**src/rtl/tm_program_loader.sv**
```systemverilog
// Buffers program nibbles and replays them to a TuringMachine as timed Next/Done pulses.
// Optional TM_LOADER_ABORT_EN adds an abort input that returns any sequence to IDLE.
module tm_program_loader #(
  parameter int DATA_W     = 4,
  parameter int FIFO_DEPTH = 4,
  parameter int SETUP_CYC  = 3,
  parameter int PULSE_CYC  = 2,
  parameter int GAP_CYC    = 2,
  parameter int CNT_W      = 8
) (
  input  logic              clock,
  input  logic              Reset,
  input  logic [DATA_W-1:0] in_data,
  input  logic              in_last,
  input  logic              in_valid,
  output logic              in_ready,
  input  logic              run_start,
  input  logic [CNT_W-1:0]  run_steps,
`ifdef TM_LOADER_ABORT_EN
  input  logic              abort,
`endif
  output logic [DATA_W-1:0] input_data,
  output logic              Next,
  output logic              Done,
  output logic              busy,
  output logic              loaded,
  output logic [CNT_W-1:0]  load_count,
  output logic [CNT_W-1:0]  step_count
);

  localparam int AW = $clog2(FIFO_DEPTH);
  localparam logic [CNT_W-1:0] ONE = CNT_W'(1);
  localparam logic [AW:0] PINC = (AW+1)'(1);

  typedef enum logic [3:0] {
    S_IDLE,
    S_SETUP,
    S_PULSE,
    S_GAP,
    S_DSET,
    S_DPULSE,
    S_DGAP,
    S_LOADED,
    S_RSET,
    S_RPULSE,
    S_RGAP
  } state_t;

  state_t r_state;

  logic [AW:0]       r_wr;
  logic [AW:0]       r_rd;
  logic [DATA_W:0]   r_mem [FIFO_DEPTH];
  logic [7:0]        r_tmr;
  logic              r_last;
  logic [DATA_W-1:0] r_data;
  logic              r_next;
  logic              r_done;
  logic [CNT_W-1:0]  r_lcnt;
  logic [CNT_W-1:0]  r_scnt;

  logic              w_empty;
  logic              w_full;
  logic              w_push;
  logic              w_pop;
  logic              w_run_go;
  logic              w_tend;
  logic              w_abort;
  logic [DATA_W:0]   w_head;
  logic [7:0]        w_tlen;

  assign w_empty = (r_wr == r_rd);
  assign w_full  = (r_wr[AW] != r_rd[AW]) &&
                   (r_wr[AW-1:0] == r_rd[AW-1:0]);
  assign w_push  = in_valid && !w_full;
  assign w_head  = r_mem[r_rd[AW-1:0]];

`ifdef TM_LOADER_ABORT_EN
  assign w_abort = abort && (r_state != S_IDLE);
`else
  assign w_abort = 1'b0;
`endif

  assign w_run_go = (r_state == S_LOADED) && run_start &&
                    (run_steps != '0);

  always_comb begin
    w_tlen = '0;
    unique case (r_state)
      S_SETUP, S_DSET, S_RSET:     w_tlen = 8'(SETUP_CYC - 1);
      S_PULSE, S_DPULSE, S_RPULSE: w_tlen = 8'(PULSE_CYC - 1);
      S_GAP, S_DGAP, S_RGAP:       w_tlen = 8'(GAP_CYC - 1);
      default:                     w_tlen = '0;
    endcase
  end

  assign w_tend = (r_tmr == w_tlen);

  // A new nibble is only taken while nothing is being driven to the machine.
  assign w_pop = !w_abort && !w_empty && (
                   (r_state == S_IDLE) ||
                   ((r_state == S_LOADED) && !w_run_go) ||
                   ((r_state == S_GAP) && w_tend && !r_last));

  always_ff @(posedge clock) begin
    if (w_push) r_mem[r_wr[AW-1:0]] <= {in_last, in_data};
  end

  always_ff @(posedge clock) begin
    if (Reset) begin
      r_state <= S_IDLE;
      r_wr    <= '0;
      r_rd    <= '0;
      r_tmr   <= '0;
      r_last  <= 1'b0;
      r_data  <= '0;
      r_next  <= 1'b0;
      r_done  <= 1'b0;
      r_lcnt  <= '0;
      r_scnt  <= '0;
    end else begin
      r_tmr <= r_tmr + 8'd1;
      if (w_push) r_wr <= r_wr + PINC;

      unique case (r_state)
        S_IDLE: begin
          if (w_pop) r_lcnt <= r_lcnt + ONE;
        end
        S_LOADED: begin
          if (w_run_go) begin
            r_scnt  <= run_steps;
            r_tmr   <= '0;
            r_state <= S_RSET;
          end else if (w_pop) begin
            r_lcnt <= ONE;
          end
        end
        S_SETUP: begin
          if (w_tend) begin
            r_next  <= 1'b1;
            r_tmr   <= '0;
            r_state <= S_PULSE;
          end
        end
        S_PULSE: begin
          if (w_tend) begin
            r_next  <= 1'b0;
            r_tmr   <= '0;
            r_state <= S_GAP;
          end
        end
        S_GAP: begin
          if (w_tend) begin
            r_tmr <= '0;
            if (r_last) r_state <= S_DSET;
            else if (w_pop) r_lcnt <= r_lcnt + ONE;
            else r_state <= S_IDLE;
          end
        end
        S_DSET: begin
          if (w_tend) begin
            r_done  <= 1'b1;
            r_tmr   <= '0;
            r_state <= S_DPULSE;
          end
        end
        S_DPULSE: begin
          if (w_tend) begin
            r_done  <= 1'b0;
            r_tmr   <= '0;
            r_state <= S_DGAP;
          end
        end
        S_DGAP: begin
          if (w_tend) begin
            r_tmr   <= '0;
            r_state <= S_LOADED;
          end
        end
        S_RSET: begin
          if (w_tend) begin
            r_next  <= 1'b1;
            r_tmr   <= '0;
            r_state <= S_RPULSE;
          end
        end
        S_RPULSE: begin
          if (w_tend) begin
            r_next  <= 1'b0;
            r_scnt  <= r_scnt - ONE;
            r_tmr   <= '0;
            r_state <= S_RGAP;
          end
        end
        S_RGAP: begin
          if (w_tend) begin
            r_tmr   <= '0;
            r_state <= (r_scnt == '0) ? S_LOADED : S_RSET;
          end
        end
        default: r_state <= S_IDLE;
      endcase

      if (w_pop) begin
        r_rd    <= r_rd + PINC;
        r_data  <= w_head[DATA_W-1:0];
        r_last  <= w_head[DATA_W];
        r_tmr   <= '0;
        r_state <= S_SETUP;
      end

      // Abort drops everything queued but keeps the program length seen so far.
      if (w_abort) begin
        r_state <= S_IDLE;
        r_next  <= 1'b0;
        r_done  <= 1'b0;
        r_scnt  <= '0;
        r_rd    <= r_wr;
      end
    end
  end

  assign in_ready   = !w_full;
  assign input_data = r_data;
  assign Next       = r_next;
  assign Done       = r_done;
  assign load_count = r_lcnt;
  assign step_count = r_scnt;
  assign loaded     = (r_state == S_LOADED);
  assign busy       = (r_state != S_IDLE) && (r_state != S_LOADED);

endmodule

```
**config.mk**
```make
export PLATFORM = sky130hd
export DESIGN_NAME = tm_program_loader
export DESIGN_NICKNAME = d
export VERILOG_FILES = /design/src/rtl/tm_program_loader.sv
export SDC_FILE = /design/constraint.sdc
export NUM_CORES = 1
export LEC_CHECK = 0
export CORE_MARGIN = 8
export CORE_UTILIZATION = 55
export DETAILED_ROUTE_END_ITERATION = 10
export GPL_TIMING_DRIVEN = 0
export HOLD_SLACK_MARGIN = 0.02
export PLACE_DENSITY = 0.79
export SKIP_CTS_REPAIR_TIMING = 1
export SLEW_MARGIN = 20
export SYNTH_ARGS = -nofsm -noshare
export SYNTH_HDL_FRONTEND = slang
export SYNTH_SLANG_ARGS = --single-unit
```
**constraint.sdc**
```tcl
create_clock -name clock -period 3.2 [get_ports clock]
set_clock_uncertainty 0.05 [all_clocks]
set_input_delay 0.64 -clock clock [delete_from_list [all_inputs] [get_ports clock]]
set_output_delay 0.64 -clock clock [all_outputs]
set_load 0.02 [all_outputs]
```
==> impl_metrics.toml, run 1 <==
[detailed_routing]
avgRoutedWirePerCell_um = 16.6
first_pass_iters = 5
final_antenna_net_count = 0
dr_total_vias = 2737
first_iter_violations = 187
drc = 0
vias_per_cell = 5.84
totalWireLength_um = 7780

[synthesis]
ys_top_cells_by_area = "dfxtp_1, edfxtp_1, ha_1, nor2_1, mux2i_1"
syn_area_sq_um = 3300
synth_top_area_share_pct = 24.8
synth-seq-cells = 61
syn_nets = 366
synth_top_flop_cell = "dfxtp_1"
syn_avg_cell_area_sq_um = 9.81
synth_edf_count = 20
synth_warnings = 0
synth-seq-area-share_pct = 43.0
async_flop_share_pct = 0
synthesis.instances = 337
yosysTopAreaCell = "dfxtp_1"
synth.distinct_cells = 60

[finish]
diodes = 0
fin_nets = 418
area_delta_synth_final_pct = 22.6
drive_above_1_share_pct = 12.2
post-route-util_pct = 69.2
final_cell_mix = "dfxtp_1, clkdlybuf4s50_1, nor2_1"

[global_route]
grt_pass1_vias = 2658
antenna_found_initial = 0
grt_max_degree = 12
grt_pass1_wl_um = 12400
gr-total-overflow = 0
grt_util_all_layers_pct = 18.0

[clock_tree]
htree_num_levels = 3
cts_tree = "yes"
worstSkewPairLatency_ns = 0.33
clockBufferDepth = 2
cts-root-buf = "clkbuf_8"
cts.sinks = 61
path_clk_slew_ns = 0.06
cts_buffers = 9

[sta]
slew_violations = 0
rsz0062_at_grt = "no"
finalCritPeriodShare_pct = 93.9
fin_crit_ns = 3.00
finalSetupViolCount = 0
timing.setup.tns_ns = 0
max_freq_ghz = 0.333
max_slew_margin_pct = 30.9
tightest_slew_ns = 1.02
layout_setup_ws_ns = 0.196
final_hold_viol_count = 0

[worst_setup_path]
crit_end = "busy"
r2r_end = "r_tmr[5]$_SDFF_PP0_"
cp_max_fo = 10
reg2reg_depth = 9
reg2reg_from = "r_state[1]$_SDFFE_PP0P_"
reg2reg_slack_ns = 0.52
required_ns = 2.51
end_kind = "output pin"
startpoint = "r_state[0]$_SDFFE_PP0P_"
cp.arrival_ns = 2.31
critPathKind = "reg2out"
startpoint_type = "register"

[placement]
hpwl_um = 5560
port_buffers = 41
place_ws_ns = 0.0434
routabilityCongestion = 0.837

[run]
maxCapViolCount = 0

[die]
num_rows = 28
start_util_pct = 56.5
io_pins = 42
core_area_sq_um = 5850
die_y_um = 93.5
dieArea_sq_um = 8740
die_w_um = 93.5

[outcome]
status = "finished clean"

[power_and_ir_drop]
power_leakage_nw = 1.53
power.density_nw_per_um2 = 653
total_power_w = 0.00264
peakVddDrop_uv = 579

[worst_hold_path]
min_path_type = "reg2reg"
==> flip-flops by register name, summed over array words and instances (netlist names) <==
register / flops
r_mem: 20
r_last: 1
step_count: 8
r_wr: 3
Next: 1
input_data: 4
r_tmr: 8
Done: 1
load_count: 8
r_state: 4
r_rd: 3
==> logic make-up (layout without fill, tap and decap cells) <==
kind of cell    after synthesis  count (layout)  synth area share (%)
compound gates               79              79                  17.4
mux                          19              19                  7.95
flops                        61              61                  43.0
xor+xnor                     12              12                  3.18
simple gates                119             119                  19.1
buf+inv                      35              92                  4.81
fa+ha+maj                    12              12                  4.54
==> cell usage after synthesis (3+ instances only) <==
cell type / instances
and3_1: 9
nor3b_1: 5
mux4_2: 5
clkbuf_1: 8
o21ai_1: 4
xnor2_1: 5
or3_1: 3
nor2_1: 35
ha_1: 12
inv_1: 16
o21ai_0: 13
a22oi_1: 3
nor2b_1: 7
dfxtp_1: 41
buf_2: 7
edfxtp_1: 20
xor2_1: 7
and4b_1: 3
nand2_1: 17
nand3_1: 14
mux2i_1: 12
o2bb2ai_1: 5
nand2b_1: 5
nor3_1: 9
a21oi_1: 23
==> per-layer routing <==
layer  GRT usage (%)  vias up  routed length, um
li1                -     1337                  -
met1            20.9     1330               3380
met2            30.7       64               3990
met3            3.77        6                338
met4            8.86        0                 65
met5               0        -                  0
==> stage by stage <==
stage | hold slack [ns] | std cells | cell area [sq um]
detailed placement | 0.419 | 453 | 3810
finish | 0.430 | 469 | 4050
floorplan | 0.420 | 337 | 3300
global route | 0.459 | 469 | 4050
global placement | 0.414 | 453 | 3810
CTS | 0.436 | 469 | 4050
==> report_power, final <==
part	switching, W	internal, W	total, W	leakage (nW)
Sequential	0.0000702	0.000880	0.000950	0.516
Clock	0.000297	0.000496	0.000793	0.123
Combinational	0.000512	0.000389	0.000901	0.895
==> how the worst min path moves through the flow <==
stage / cells after the start / startpoint / slack (ns) / end
3_3_place_gp: 1 / Next$_SDFFE_PP0P_ / 0.41 / Next$_SDFFE_PP0P_
3_5_place_dp: 1 / Next$_SDFFE_PP0P_ / 0.42 / Next$_SDFFE_PP0P_
2_1_floorplan: 2 / r_rd[2]$_SDFFE_PP0P_ / 0.42 / r_rd[2]$_SDFFE_PP0P_
5_1_grt: 2 / load_count[7]$_SDFFE_PP0P_ / 0.46 / load_count[7]$_SDFFE_PP0P_
6_report: 1 / Next$_SDFFE_PP0P_ / 0.43 / Next$_SDFFE_PP0P_
4_1_cts: 1 / Next$_SDFFE_PP0P_ / 0.44 / Next$_SDFFE_PP0P_
==> worst max-delay path, cell delays in order, from the launching register on <==
cell             delay (ns)
dfxtp_1                0.35
ha_1                   0.28
nand2_1                0.24
inv_1                  0.10
clkbuf_2               0.22
a21oi_1                0.17
clkdlybuf4s50_1        0.62
==> final cells by class <==
class / instances / area (sq um)
fillers: 451 / 1800
multi-input cells: 241 / 1720
flip-flops and latches: 61 / 1420
repair buffers: 41 / 410
clock buffers: 14 / 205
plain buffers: 19 / 100
well taps: 75 / 93.8
inverters: 16 / 60.1
clock inverters: 2 / 35.0
No activity file was read; power rests on OpenSTA's default activity.
==> run 2, diff against run 1 <==
- CORE_MARGIN: 8 -> 1.5
- PLACE_DENSITY: 0.79 -> default
- PLACE_DENSITY_LB_ADDON: default -> 0.1
==> run 2 against run 1 <==
Worst setup slack better by 0.023 ns. Clock-buffer cell count is 3 lower. Largest power group unchanged. Largest cell class unchanged. Critical endpoint is now loaded. Critical path type unchanged. Register-to-register slack worse by 0.03 ns. Total power is 0.16% lower. First-iteration DRC count is 11% lower. Hold slack better by 0.0015 ns.
==> impl_metrics.toml, run 2 (synthesized netlist as in run 1, its figures left out) <==
[sta]
max_freq_ghz = 0.335
max_slew_margin_pct = 36.9
rsz0062_at_grt = "no"
finalCritPeriodShare_pct = 93.2
finalSetupViolCount = 0
timing.setup.tns_ns = 0
fin_crit_ns = 2.98
final_hold_viol_count = 0
tightest_slew_ns = 0.933
slew_violations = 0

[die]
start_util_pct = 56.5
io_pins = 42
die_y_um = 80.5
core_area_sq_um = 5850
num_rows = 28
dieArea_sq_um = 6480
die_w_um = 80.5

[power_and_ir_drop]
power_leakage_nw = 1.53
peakVddDrop_uv = 519
intPower_w = 0.00178
switchingPower_w = 0.000857
combPwrFrac_pct = 33.5
clock_power_share_pct = 30.6
p_seq_share_pct = 35.9
power.density_nw_per_um2 = 654
netSwitchingFraction_pct = 32.5

[clock_tree]
cts-root-buf = "clkbuf_8"
cts.sinks = 61
clockBufferDepth = 2
htree_num_levels = 3
path_clk_slew_ns = 0.06
cts_buffers = 9
cts_tree = "yes"
worstSkewPairLatency_ns = 0.34

[placement]
port_buffers = 41
placed_cells = 453
routabilityCongestion = 0.821
hpwl_um = 5140

[finish]
diodes = 0
area_delta_synth_final_pct = 22.3
final_cell_mix = "dfxtp_1, clkdlybuf4s50_1, nor2_1"
final_cells = 469
drive_above_1_share_pct = 11.7
largest_reg_flops = 20
fillers = 467
fin_nets = 418

[global_route]
antenna_found_initial = 0
grt_util_all_layers_pct = 23.6
grt_pass1_wl_um = 11500
grt_max_degree = 11
grt_pass1_vias = 2498
gr-total-overflow = 0

[detailed_routing]
first_iter_violations = 166
avgRoutedWirePerCell_um = 15.1
final_antenna_net_count = 0
dr_total_vias = 2632
drc = 0
totalWireLength_um = 7090
vias_per_cell = 5.61
first_pass_iters = 4

[worst_setup_path]
cp_max_fo = 10
cp.arrival_ns = 2.29
crit_buf_inv = 3
critPathMaxStageDelay_ns = 0.65
required_ns = 2.51
cp_cell_sequence = "ha_1 -> nand2_1 -> inv_1 -> clkbuf_2 -> clkdlybuf4s50_1"
critPathKind = "reg2out"
startpoint_type = "register"
reg2reg_slack_ns = 0.49
end_kind = "output pin"
crit_path_top_delay_cell = "clkdlybuf4s50_1"
crit_family = "buffers and inverters"

[worst_hold_path]
min_path_type = "reg2reg"

[outcome]
status = "finished clean"

[run]
maxCapViolCount = 0
==> run 2: changes by cell type in the layout (fill, tap and decap cells not counted), sizes merged <==
cell / delta
clkinv: +1
bufinv: +2
clkbuf: -3
==> run 2: final cells by class <==
| class | count | area (sq um) | share of cell area (%) |
|---|---|---|---|
| buffer | 19 | 100 | 2.48 |
| clock buffer | 11 | 131 | 3.25 |
| clock inverter | 5 | 98.8 | 2.45 |
| inverter | 16 | 60.1 | 1.49 |
| multi-input combinational | 241 | 1720 | 42.7 |
| sequential | 61 | 1420 | 35.2 |
| tap | 75 | 93.8 | 2.32 |
| timing repair buffer | 41 | 410 | 10.2 |
==> run 2: power groups by stage <==
| stage | Clock, W | Sequential, W | Combinational (W) |
|---|---|---|---|
| floorplan | 0 | 0.000983 | 0.000613 |
| global placement | 0 | 0.000961 | 0.000865 |
| detailed placement | 0 | 0.000965 | 0.000883 |
| CTS | 0.000818 | 0.000949 | 0.000891 |
| global route | 0.000850 | 0.000961 | 0.000970 |
| finish | 0.000807 | 0.000949 | 0.000884 |
==> run 2: path summary, 6_finish.rpt <==
| path | to | start | cells after the start |
|---|---|---|---|
| worst max-delay path | loaded | r_state[1]$_SDFFE_PP0P_ | 5 |
| worst min-delay path | load_count[7]$_SDFFE_PP0P_ | load_count[7]$_SDFFE_PP0P_ | 2 |
| worst max register to register | step_count[7]$_SDFFE_PP0P_ | r_state[1]$_SDFFE_PP0P_ | 10 |
| worst min register to register | load_count[7]$_SDFFE_PP0P_ | load_count[7]$_SDFFE_PP0P_ | 2 |
==> run 2: worst min-delay path: cells and delay by family (launching register included) <==
kind	cells	cell delay [ns]
flip-flops	1	0.32
AO/OA/AOI/OAI	1	0.06
AND/OR/NAND/NOR	1	0.05
==> run 2: through the flow <==
step	setup slack (ns)	utilization, %	area (sq um)	hold WS (ns)	power, W
2_1_floorplan	0.783	-	3300	0.420	0.00160
3_3_place_gp	0.0687	65.1	3810	0.424	0.00183
3_5_place_dp	0.0722	65.1	3810	0.427	0.00185
4_1_cts	0.0443	69.0	4040	0.437	0.00266
5_1_grt	0.0814	69.1	4040	0.448	0.00278
6_report	0.218	69.1	4040	0.432	0.00264
==> run 2: metal layers <==
metal  GRT usage [%]  share of wire [%]  vias to the layer above
met2            41.9                 51                       56
li1                -                  -                     1335
met4            7.24               0.92                        0
met3            5.80                4.0                        5
met1            27.8                 44                     1236
met5               0                  0                        -
==> run 3, diff against run 2 <==
- CTS_CLUSTER_SIZE: default -> 28
==> results of run 3 <==
No change in the layout: final DEF, timing and power equal those of run 2.
